[config.mk]
export PLATFORM = sky130hd
export DESIGN_NAME = checked_mem
export DESIGN_NICKNAME = d
export VERILOG_FILES = /design/src/rtl/checked_mem_pkg.sv /design/src/rtl/sat_counter.sv /design/src/rtl/checked_mem.sv
export SDC_FILE = /design/constraint.sdc
export NUM_CORES = 1
export LEC_CHECK = 0
export ABC_CLOCK_PERIOD_IN_PS = 1700
export BUFFER_PORTS_ARGS = -buffer_cell sky130_fd_sc_hd__buf_2
export CAP_MARGIN = 20
export CORE_ASPECT_RATIO = 0.7
export CORE_MARGIN = 5
export CORE_UTILIZATION = 44
export CTS_CLUSTER_DIAMETER = 30
export DETAILED_ROUTE_END_ITERATION = 16
export PLACE_DENSITY = 0.72
export SKIP_LAST_GASP = 1
export SYNTH_ARGS = -nofsm -noshare
export SYNTH_HDL_FRONTEND = slang
export SYNTH_SLANG_ARGS = --single-unit
[constraint.sdc]
create_clock -name clk -period 1.7 [get_ports clk]
set_clock_uncertainty 0.1 [all_clocks]
set_input_delay 0 -clock clk [delete_from_list [all_inputs] [get_ports clk]]
set_output_delay 0 -clock clk [all_outputs]
set_load 0.05 [all_outputs]
[src/rtl/checked_mem_pkg.sv]
// checked_mem_pkg: shared types and the address legality helper for checked_mem.
//   state_e  : controller states (ST_INIT writes INIT_VAL, ST_RUN serves requests)
//   range_t  : legality flag plus zero-based entry index
//   in_range : signed bounds check of an address against [base, base+depth-1]
package checked_mem_pkg;

  localparam int unsigned IDX_W = 32;
  localparam int unsigned ADDR_EXT_W = 64;

  typedef enum logic {
    ST_INIT,
    ST_RUN
  } state_e;

  typedef struct packed {
    logic             legal;
    logic [IDX_W-1:0] index;
  } range_t;

  // Addresses arrive sign-extended to 64 bits so the subtraction cannot overflow.
  function automatic range_t in_range(input logic signed [ADDR_EXT_W-1:0] addr,
                                      input logic signed [ADDR_EXT_W-1:0] base,
                                      input int unsigned                  depth);
    logic signed [ADDR_EXT_W-1:0] off;
    logic signed [ADDR_EXT_W-1:0] lim;
    range_t                       r;
    off     = addr - base;
    lim     = $signed(ADDR_EXT_W'(depth));
    r.legal = (off >= 64'sd0) && (off < lim);
    r.index = IDX_W'(off);
    return r;
  endfunction

endpackage

[src/rtl/sat_counter.sv]
// sat_counter: W-bit up counter that sticks at all-ones instead of wrapping.
//   clk, rst_n : clock, asynchronous active-low reset
//   inc        : count one event this cycle
//   clear      : synchronous clear, takes priority over inc
//   count      : registered count value
module sat_counter #(
  parameter int unsigned W = 16
) (
  input  logic         clk,
  input  logic         rst_n,
  input  logic         inc,
  input  logic         clear,
  output logic [W-1:0] count
);

  localparam logic [W-1:0] MAX = {W{1'b1}};

  always_ff @(posedge clk or negedge rst_n) begin
    if (!rst_n) begin
      count <= '0;
    end else if (clear) begin
      count <= '0;
    end else if (inc && (count != MAX)) begin
      count <= count + W'(1);
    end
  end

endmodule

[src/rtl/checked_mem.sv]
// checked_mem: single-port synchronous-read memory with signed-address bounds checking.
//   clk, rst_n            : clock, asynchronous active-low reset
//   req_valid/req_ready   : request handshake (ready only in RUN with a free response slot)
//   req_we                : 1 = write, 0 = read
//   req_addr              : signed address, legal range BASE..BASE+DEPTH-1
//   req_wdata             : write data
//   rsp_valid/rsp_ready   : one-deep read response handshake
//   rsp_data, rsp_oob     : read data (OOB_DATA when out of range) and out-of-range flag
//   oob_count             : saturating count of out-of-range reads and writes
//   init_done             : every entry has been loaded with INIT_VAL
module checked_mem
  import checked_mem_pkg::*;
#(
  parameter int unsigned     WIDTH    = 8,
  parameter int unsigned     DEPTH    = 3,
  parameter int              BASE     = 0,
  parameter int unsigned     AW       = 32,
  parameter logic [WIDTH-1:0] INIT_VAL = '0,
  parameter logic [WIDTH-1:0] OOB_DATA = '0,
  parameter int unsigned     COUNT_W  = 16
) (
  input  logic                 clk,
  input  logic                 rst_n,
  input  logic                 req_valid,
  output logic                 req_ready,
  input  logic                 req_we,
  input  logic signed [AW-1:0] req_addr,
  input  logic [WIDTH-1:0]     req_wdata,
  output logic                 rsp_valid,
  input  logic                 rsp_ready,
  output logic [WIDTH-1:0]     rsp_data,
  output logic                 rsp_oob,
  output logic [COUNT_W-1:0]   oob_count,
  output logic                 init_done
);

  localparam int unsigned IW = (DEPTH > 1) ? $clog2(DEPTH) : 1;

  state_e           state;
  logic [IW-1:0]    init_idx;
  logic [WIDTH-1:0] mem [DEPTH];

  range_t           rng;
  logic [IW-1:0]    idx;
  logic             acc;
  logic             rd_acc;
  logic             wr_acc;

  // Address decode and handshake
  assign rng       = in_range(ADDR_EXT_W'(req_addr), ADDR_EXT_W'(BASE), DEPTH);
  assign idx       = IW'(rng.index);
  assign req_ready = (state == ST_RUN) && (!rsp_valid || rsp_ready);
  assign acc       = req_valid && req_ready;
  assign rd_acc    = acc && !req_we;
  assign wr_acc    = acc && req_we;

  // Storage: INIT sweeps INIT_VAL through every entry, RUN takes legal writes
  always_ff @(posedge clk) begin
    if (state == ST_INIT) begin
      mem[init_idx] <= INIT_VAL;
    end else if (wr_acc && rng.legal) begin
      mem[idx] <= req_wdata;
    end
  end

  // Controller and registered response slot
  always_ff @(posedge clk or negedge rst_n) begin
    if (!rst_n) begin
      state     <= ST_INIT;
      init_idx  <= '0;
      init_done <= 1'b0;
      rsp_valid <= 1'b0;
      rsp_data  <= '0;
      rsp_oob   <= 1'b0;
    end else begin
      case (state)
        ST_INIT: begin
          if (init_idx == IW'(DEPTH - 1)) begin
            state     <= ST_RUN;
            init_done <= 1'b1;
          end else begin
            init_idx <= init_idx + IW'(1);
          end
        end
        ST_RUN: begin
          // A newly accepted read overwrites the slot even while it is being drained
          if (rd_acc) begin
            rsp_valid <= 1'b1;
            rsp_data  <= rng.legal ? mem[idx] : OOB_DATA;
            rsp_oob   <= !rng.legal;
          end else if (rsp_ready) begin
            rsp_valid <= 1'b0;
          end
        end
        default: state <= ST_INIT;
      endcase
    end
  end

  // Violations are counted for both reads and writes at acceptance
  sat_counter #(
    .W(COUNT_W)
  ) u_oob_cnt (
    .clk  (clk),
    .rst_n(rst_n),
    .inc  (acc && !rng.legal),
    .clear(state == ST_INIT),
    .count(oob_count)
  );

endmodule

==> results.cfg, run 1 <==
[synthesis]
syn_inst = 217
synth_edf_count = 24
ys_seq_area_frac = 0.591
synthesis.area_mm2 = 0.00249
syn_nets = 264
ys.flop_type = dfrtp_1
ys_warn_count = 0
ys_ff_latch = 54
postSynth.asyncResetShare = 0.556
syn_avg_cell_area_um2 = 11.5
synth.distinct_cells = 41

[job]
maxCapViolCount = 0

[power]
peakVddDrop_mv = 0.681
powerDensity_mw_per_mm2 = 957
total_power_mw = 3.32
leakage_nw = 1.53

[finish]
diodes = 0
seq_area_mm2 = 0.00148
final_nets = 378
fillers = 447
synthToLayoutAreaGrowth_pct = 39.5
drive_gt1_frac = 0.440
multi_input_area_mm2 = 0.00101
final_area_mm2 = 0.00347

[setup_path]
r2r-start = u_oob_cnt.count[0]$_DFFE_PN0P_
crit_required_ns = 1.82
arrival_ns = 2.04
crit_type = reg -> reg
worstSetupStartpointType = flop
cp-startpoint = u_oob_cnt.count[0]$_DFFE_PN0P_
r2r_slack_ns = -0.22
timing.rr.end = u_oob_cnt.count[6]$_DFFE_PN0P_
cp-end-kind = flop
cp_max_fo = 14
r2r_cells = 7

[routing]
drtIter0Drc = 67
wl_mm = 6.16
drc = 0
first_pass_iters = 4
antenna_left = 0
vias = 2143
wl_per_cell_um = 15.2
vias_per_cell = 5.30

[sta]
max_freq_mhz = 521
hold_ws_ns = 0.0516
slew_viol_final = 0
report.final.hold_viol_count = 0
setup_viol = 16
rsz0062_at_grt = yes
tightest_slew_ns = 0.695
setup_slack_ns = -0.220
timing.slew.headroom = 0.537
period_minus_slack_ns = 1.92
fin_crit_sh = 1.13

[clock_network]
root_buffer = clkbuf_8
cts_inserted_buffers = 5
cts_sinks = 54
cts_tree = done
insertion_delay_ns = 0.30
clk_pin_slew_ns = 0.10
clockBufferDepth = 2
htree_levels = 2

[global_routing]
grt_pass1_wl_mm = 9.83
track_usage = 0.169
grt_pass1_vias = 2153
grt_max_degree = 31
antenna_found_initial = 0
overflow = 0

[min_path]
whs_endpoint = rsp_data[4]$_DFFE_PN0P_
min-delay-start = req_we
min_path_type = in -> reg
min_path_cells = 4

[floorplan]
die_area_mm2 = 0.00729
rows = 22
core_mm2 = 0.00537
fp.dieW_um = 99.9
pin_count = 73
die_y_um = 73.0
start_util = 0.464

[run_status]
outcome = finished, violations left
violations = negative setup slack

[placed_design]
io_buffers = 72
dp_hpwl_mm = 4.42
placed_area_mm2 = 0.00315
pre_cts_ws_ns = -0.226
gp_congestion = 0.785
critical path, stage by stage, from the launching register on:
cell and delay, ns:
dfrtp_2 0.44, ha_4 0.16, and4_1 0.14, nand4bb_1 0.10, o211ai_2 0.11, buf_6 0.17, or4_1 0.42, a21oi_1 0.19
cell usage in the layout, fill, tap and decap left out, types with 2 or more instances in the layout:
| cell type | Yosys | routed |
|---|---|---|
| a21o_1 | 2 | 2 |
| nand2b_1 | 2 | 2 |
| o31ai_2 | 0 | 2 |
| nor4_1 | 7 | 7 |
| mux2i_1 | 10 | 10 |
| buf_4 | 0 | 36 |
| dfrtp_1 | 30 | 22 |
| o21ai_0 | 10 | 6 |
| o31ai_1 | 10 | 8 |
| nand4_1 | 4 | 4 |
| buf_2 | 2 | 72 |
| inv_1 | 7 | 7 |
| and4_1 | 2 | 2 |
| a32o_2 | 0 | 3 |
| nand2_1 | 16 | 15 |
| a21oi_1 | 17 | 16 |
| dlygate4sd3_1 | 0 | 10 |
| clkbuf_8 | 0 | 5 |
| nor2_1 | 14 | 14 |
| dfrtp_2 | 0 | 8 |
| nand3_1 | 6 | 6 |
| o21ai_1 | 0 | 4 |
| and2_1 | 9 | 9 |
| and3_4 | 0 | 2 |
| clkinvlp_4 | 0 | 2 |
| buf_6 | 4 | 2 |
| edfxtp_1 | 24 | 24 |
| o211ai_1 | 2 | 2 |
| or4_1 | 8 | 7 |
metal layers:
| layer | wire length [um] | GRT usage | up-vias |
|---|---|---|---|
| li1 | - | - | 1046 |
| met1 | 2690 | 0.213 | 1016 |
| met2 | 2950 | 0.292 | 72 |
| met3 | 419 | 0.0353 | 9 |
| met4 | 100 | 0.0576 | 0 |
| met5 | 0 | 0 | - |
sequential cells by signal, indices dropped and copies added (netlist names):
signal and cells:
mem 24, init_idx 2, rsp_oob 1, rsp_data 8, state 1, rsp_valid 1, u_oob_cnt.count 16, init_done 1
synthesized netlist by cell type, types with 2 or more instances:
cell type	number	area (um2)
buf_2	2	10.0
buf_6	4	45.0
a21o_1	2	15.0
clkbuf_1	6	22.5
edfxtp_1	24	721
a21oi_1	17	85.1
o21ai_0	10	50.1
or4_1	8	60.1
o211ai_1	2	15.0
nand2b_1	2	12.5
inv_1	7	26.3
mux2i_1	10	100
nand3_1	6	30.0
ha_1	2	25.0
a32o_1	3	30.0
nand4_1	4	25.0
o31ai_1	10	75.1
nand2_1	16	60.1
and2_1	9	56.3
and4_1	2	17.5
o311ai_0	2	17.5
o41ai_1	2	17.5
nor4_1	7	43.8
nor2_1	14	52.6
dfrtp_1	30	751
area by class of cell:
cell class	instances	area share
multi-input cells	143	0.291
inverters	7	0.00756
well taps	72	0.0259
flip-flops and latches	54	0.426
clock buffers	5	0.0198
repair buffers	120	0.217
clock inverters	3	0.0130
worst max-delay path by stage:
| stage | endpoint | slack, ns |
|---|---|---|
| 6_report | u_oob_cnt.count[6]$_DFFE_PN0P_ | -0.22 |
| 5_1_grt | u_oob_cnt.count[7]$_DFFE_PN0P_ | -0.29 |
| 4_1_cts | u_oob_cnt.count[13]$_DFFE_PN0P_ | -0.23 |
| 3_5_place_dp | u_oob_cnt.count[13]$_DFFE_PN0P_ | -0.23 |
| 3_3_place_gp | u_oob_cnt.count[13]$_DFFE_PN0P_ | -0.20 |
| 2_1_floorplan | u_oob_cnt.count[11]$_DFFE_PN0P_ | -0.27 |
where the power goes:
group	internal, mW	leakage (nW)	total, mW	switching, mW
registers	1.43	0.580	1.49	0.0597
logic	0.379	0.900	0.975	0.596
clock network	0.438	0.0504	0.858	0.420
metrics by stage:
step           TNS (ns)   util  instances
5_1_grt           -3.85  0.647        404
4_1_cts           -1.46  0.632        401
6_report          -1.88  0.647        404
3_3_place_gp      -3.38  0.586        380
2_1_floorplan     -3.94      -        217
3_5_place_dp      -5.23  0.586        380
timing repair:
item | in CTS | in global routing
pin swaps | 4 | 3
hold buffers | 10 | 0
gates resized for setup | 2 | 14
endpoints found under the setup margin | 15 | 49
endpoints found under the hold margin | 55 | 0
setup buffers | 3 | 3
cells by family (layout without fill, tap and decap cells):
group                      Yosys count  in the layout  synth area share
buffers and inverters               20            135            0.0432
xor gates and xnor gates             2              2           0.00703
adders and majority gates            2              2            0.0100
DFF                                 54             54             0.591
and+or+nand+nor                     78             78             0.173
AOI/OAI and AO/OA                   51             51             0.136
muxes                               10             10            0.0402
(Power assumes the default switching activity.)
==> inputs of run 2 (changes only) <==
ABC_AREA = 1   (was default)
PLACE_DENSITY = 0.71   (was 0.72)
==> run 2 against run 1 <==
Against the previous run:
- the run still ends with negative setup slack left
- flip-flop and latch count unchanged
- die area up 10%
- core utilization down 3.8 points
- clock-buffer cell count up 1
- non-clock buffer count down 6
- critical path type unchanged
- critical endpoint is now mem[1][3]$_DFFE_PP_
==> results.cfg, run 2 <==
[synthesis]
syn_inst = 323
synth_common_cells = nand2_1 (94), nor2_1 (56), nand3_1 (33)
synth_xor_xnor_area_share = 0.0442
synth_top_family_by_area = simple AND/OR/NAND/NOR gates
syn_nets = 370
ys_seq_area_frac = 0.530
synth_edf_count = 24
ys_ff_latch = 54
synth.most_common_cell = nand2_1
synth_top_cell_area_share = 0.270
synthesis.area_mm2 = 0.00278
yosys.area.top_type = dfrtp_1
synth-simple-area-share = 0.319
synth.distinct_cells = 29
ys_warn_count = 0
synth_fa_ha_area_frac = 0.00901
muxShareOfSynthArea = 0
synth-compound-area-share = 0.0455
postSynth.asyncResetShare = 0.556
ys.flop_type = dfrtp_1
syn_avg_cell_area_um2 = 8.60
netlist_top_cells_area = dfrtp_1 (27%), edfxtp_1 (26%), nand2_1 (13%)

[global_routing]
track_usage = 0.178
grt_pass1_vias = 2356
met2_usage = 0.259
antenna_found_initial = 0
grt_max_degree = 31
use_met1 = 0.270
grt_pass1_wl_mm = 11.7
met3_usage = 0.0406
top_usage_layer = met1
overflow = 0

[routing]
wl_mm = 6.94
vias_per_cell = 4.89
drtIter0Drc = 206
vias = 2519
antenna_left = 0
drc = 0
first_pass_iters = 4
wl_per_cell_um = 13.5

[power]
total_power_mw = 2.83
powerDensity_mw_per_mm2 = 752
peakVddDrop_mv = 0.387
leakage_nw = 1.82

[setup_path]
timing.rr.end = mem[1][3]$_DFFE_PP_
worstSetupStartpointType = flop
r2r-start = state$_DFF_PN0_
cp-end-kind = flop
crit_type = reg -> reg
slowest_stage = dfrtp_1
crit_required_ns = 1.60
r2r_cells = 8
max_stage_delay_ns = 0.42
arrival_ns = 1.71
cp_max_fo = 8
crit_buf_inv = 1
cp_top_family = simple AND/OR/NAND/NOR gates
path_cells = inv_2 -> o21ai_4 -> nand2_4 -> nor2_4 -> nand2_4 -> nand2_2 -> o21ai_4 -> nor2_4
r2r_slack_ns = -0.12

[floorplan]
fp.dieW_um = 105
die_area_mm2 = 0.00802
core_mm2 = 0.00619
start_util = 0.449
die_y_um = 76.5
pin_count = 73
rows = 24

[finish]
multi_input_area_mm2 = 0.00131
fin_cells = 515
regMostFlops = mem
final_common_cell = nand2_1
diodes = 0
top_regs = mem: 24 flops, u_oob_cnt.count: 16 flops, rsp_data: 8 flops
drive_gt1_frac = 0.380
seq_area_mm2 = 0.00149
largest_reg_flops = 24
utilization = 0.609
synthToLayoutAreaGrowth_pct = 35.8
final_nets = 483
fillers = 517
final_cell_mix = nand2_1 (87), buf_2 (72), nor2_1 (44)

[clock_network]
cts_sinks = 54
htree_levels = 2
root_buffer = clkbuf_8
insertion_delay_ns = 0.30
clockBufferDepth = 2
clk_pin_slew_ns = 0.09
cts_inserted_buffers = 5
cts_tree = done

[placed_design]
dp_hpwl_mm = 5.34
dp_cells = 492
gp_congestion = 0.944
pre_cts_ws_ns = -0.186
io_buffers = 72

[sta]
fin_crit_sh = 1.07
slew_viol_final = 0
tightest_slew_ns = 0.677
timing.slew.headroom = 0.549
rsz0062_at_grt = yes
setup_slack_ns = -0.116
setup_viol = 24
tns_ns = -2.69
period_minus_slack_ns = 1.82
report.final.hold_viol_count = 0
max_freq_mhz = 551

[min_path]
min-delay-start = rsp_ready
min_path_cells = 5
whs_endpoint = rsp_valid$_DFFE_PN0P_
min_path_type = in -> reg

[run_status]
outcome = finished, violations left
violations = negative setup slack

[job]
maxCapViolCount = 0
==> run 2: worst max path at each step <==
stage	to	start	slack (ns)	cells after the start
detailed placement	mem[0][2]$_DFFE_PP_	state$_DFF_PN0_	-0.19	8
CTS	mem[1][6]$_DFFE_PP_	state$_DFF_PN0_	-0.13	8
global placement	mem[0][3]$_DFFE_PP_	state$_DFF_PN0_	-0.10	8
finish	mem[1][3]$_DFFE_PP_	state$_DFF_PN0_	-0.12	8
global route	mem[2][2]$_DFFE_PP_	state$_DFF_PN0_	-0.20	8
floorplan	mem[1][0]$_DFFE_PP_	rsp_valid$_DFFE_PN0P_	-0.44	8
==> run 2: what timing repair did <==
action                                  CTS  global route
endpoints found under the hold margin    55             0
hold buffers                             10             0
endpoints found under the setup margin   27            62
resized for setup                        15            11
setup buffers                             4             2
pin swaps                                 8             4
==> run 2: routing by layer <==
| layer | part of all wire | routed length (um) |
|---|---|---|
| met2 | 0.43 | 2970 |
| met4 | 0.0071 | 49 |
| met5 | 0 | 0 |
| met1 | 0.48 | 3370 |
| met3 | 0.080 | 557 |
==> run 2: power by group <==
group / switching, mW / internal (mW) / leakage (nW)
Sequential: 0.0941 / 1.41 / 0.614
Clock: 0.404 / 0.290 / 0.0413
Combinational: 0.404 / 0.229 / 1.17
==> run 2: worst register-to-register path, cell delays in order (launching register included) <==
cell and delay, ns:
dfrtp_1 0.42, inv_2 0.08, o21ai_4 0.18, nand2_4 0.08, nor2_4 0.11, nand2_4 0.11, nand2_2 0.10, o21ai_4 0.08
nor2_4 0.26
==> run 2: final cells by class <==
cell class	count	area share
Clock buffer	6	0.0192
Clock inverter	2	0.00365
Inverter	23	0.0229
Multi-Input combinational cell	238	0.348
Sequential cell	54	0.394
Tap cell	78	0.0259
Timing Repair Buffer	114	0.186
==> run 2: cells by family (layout without fill, tap and decap cells) <==
logic type,Yosys count,count (layout)
and+or+nand+nor,200,200
adders and majority gates,2,2
xor gates and xnor gates,14,14
buffers and inverters,31,145
AOI/OAI and AO/OA,22,22
DFF,54,54
==> run 2: per-stage QoR <==
stage | instance area [um2] | hold WS, ns
3_5_place_dp | 3460 | -0.0136
3_3_place_gp | 3460 | -0.0262
6_report | 3770 | 0.0118
5_1_grt | 3770 | 0.0279
2_1_floorplan | 2850 | -0.396
4_1_cts | 3720 | 0.0170
==> inputs of run 3 (changes only) <==
ABC_CLOCK_PERIOD_IN_PS = default   (was 1700)
CORE_UTILIZATION = 47   (was 44)
PLACE_DENSITY = 0.75   (was 0.71)
==> run 3 against run 2 <==
Against the previous run:
- largest cell class unchanged
- largest power group unchanged
- critical path type unchanged
- global-route usage up 1.6 points
- critical path depth unchanged
- sequential share of layout area decreased by 0.62 points
- total power increased by 6.7%
- routed wire length is 5.5% higher
- die area down 5.7%
- register-to-register slack lost 0.07 ns
- sequential power about the same
- cell count down 0.19%
- the run still ends with negative setup slack left
- cell area rose by 1.6%
==> results.cfg, run 3 (synthesized netlist as in run 2, its figures left out) <==
[run_status]
outcome = finished, violations left
violations = negative setup slack

[sta]
rsz0062_at_grt = yes
timing.slew.headroom = 0.546
fin_crit_sh = 1.11
max_freq_mhz = 530
hold_ws_ns = 0.0711
slew_viol_final = 0
tightest_slew_ns = 0.681
tns_ns = -4.00
period_minus_slack_ns = 1.89
report.final.hold_viol_count = 0
setup_viol = 24
setup_slack_ns = -0.188

[routing]
vias_per_cell = 5.00
drc = 0
drtIter0Drc = 135
first_pass_iters = 4
wl_mm = 7.32
vias = 2569
wl_per_cell_um = 14.2
antenna_left = 0

[setup_path]
cp_max_fo = 8
path_cells = inv_2 -> o21ai_4 -> nand2_4 -> nor2_4 -> nand2_4 -> nand2_2 -> o21ai_2 -> nor2_4
max_stage_delay_ns = 0.41
worstSetupStartpointType = flop
slowest_stage = dfrtp_1
crit_required_ns = 1.59
cp_top_family = simple AND/OR/NAND/NOR gates
crit_buf_inv = 1
arrival_ns = 1.78
cp-end-kind = flop
crit_type = reg -> reg

[floorplan]
pin_count = 73
rows = 23
start_util = 0.485
die_y_um = 74.3
core_mm2 = 0.00573
fp.dieW_um = 102
die_area_mm2 = 0.00757

[finish]
final_common_cell = nand2_1
final_cell_mix = nand2_1 (89), buf_2 (72), nor2_1 (45)
synthToLayoutAreaGrowth_pct = 37.9
diodes = 0
drive_gt1_frac = 0.378
final_nets = 485
top_regs = mem: 24 flops, u_oob_cnt.count: 16 flops, rsp_data: 8 flops
final_area_mm2 = 0.00383
largest_reg_flops = 24
regMostFlops = mem

[job]
maxCapViolCount = 0

[placed_design]
pre_cts_ws_ns = -0.214
io_buffers = 72
placed_area_mm2 = 0.00342
dp_hpwl_mm = 4.87
gp_congestion = 0.866

[clock_network]
htree_levels = 2
cts_tree = done
cts_inserted_buffers = 5
insertion_delay_ns = 0.31
clk_pin_slew_ns = 0.11
cts_sinks = 54
clockBufferDepth = 2
root_buffer = clkbuf_8

[global_routing]
grt_pass1_vias = 2299
grt_max_degree = 31
grt_pass1_wl_mm = 11.3
track_usage = 0.194
overflow = 0
antenna_found_initial = 0

[power]
total_power_mw = 3.02
peakVddDrop_mv = 0.432
leakage_nw = 1.86
powerDensity_mw_per_mm2 = 790

[min_path]
min_path_type = in -> reg
## run 3: cell type report
type	count	area [um2]
Fill cell	450	1900
Sequential cell	54	1490
Multi-Input combinational cell	238	1320
Timing Repair Buffer	115	741
Tap cell	75	93.8
Inverter	23	88.8
Clock buffer	5	68.8
Clock inverter	3	28.8
Timing Repair inverter	1	7.51
## run 3: worst min-delay path: cells and delay by family
| kind | cells | cell delay (ns) |
|---|---|---|
| AND/OR/NAND/NOR | 3 | 0.21 |
| buffers and inverters | 2 | 0.23 |
## run 3: path summary, 6_finish.rpt
| kind | start | endpoint | slack (ns) | cells past startpoint |
|---|---|---|---|---|
| max | state$_DFF_PN0_ | mem[1][4]$_DFFE_PP_ | -0.19 | 8 |
| min | rsp_ready | rsp_valid$_DFFE_PN0P_ | 0.07 | 5 |
| max reg2reg | state$_DFF_PN0_ | mem[1][4]$_DFFE_PP_ | -0.19 | 8 |
| min reg2reg | init_done$_DFFE_PN0P_ | init_done$_DFFE_PN0P_ | 0.38 | 1 |
| max in group asynchronous | rst_n | u_oob_cnt.count[13]$_DFFE_PN0P_ | 0.86 | 2 |
| min in group asynchronous | rst_n | u_oob_cnt.count[10]$_DFFE_PN0P_ | 0.15 | 2 |
## run 3: stage by stage
| step | utilization | std cells |
|---|---|---|
| 6_report | 0.669 | 514 |
| 3_5_place_dp | 0.597 | 483 |
| 2_1_floorplan | - | 323 |
| 5_1_grt | 0.669 | 514 |
| 3_3_place_gp | 0.597 | 483 |
| 4_1_cts | 0.643 | 504 |
## run 3: per-layer routing
metal	vias to the layer above	track usage	routed length [um]
li1	1281	-	-
met1	1161	0.277	3080
met2	118	0.301	3370
met3	9	0.0440	802
met4	0	0.0539	68
met5	-	0	0
## run 3: where the power goes
part	switching [mW]	leakage [nW]	internal [mW]	total, mW
registers	0.0907	0.614	1.41	1.50
logic	0.453	1.19	0.311	0.764
clock network	0.450	0.0502	0.306	0.756
total	0.994	1.86	2.03	3.02
## run 3: repair_timing
action	CTS	global route
gates resized for setup	11	22
setup buffers	4	11
setup endpoints to repair	29	73
hold endpoints to repair	56	0
hold buffers	10	0
cloned	0	1
pin swaps	8	6
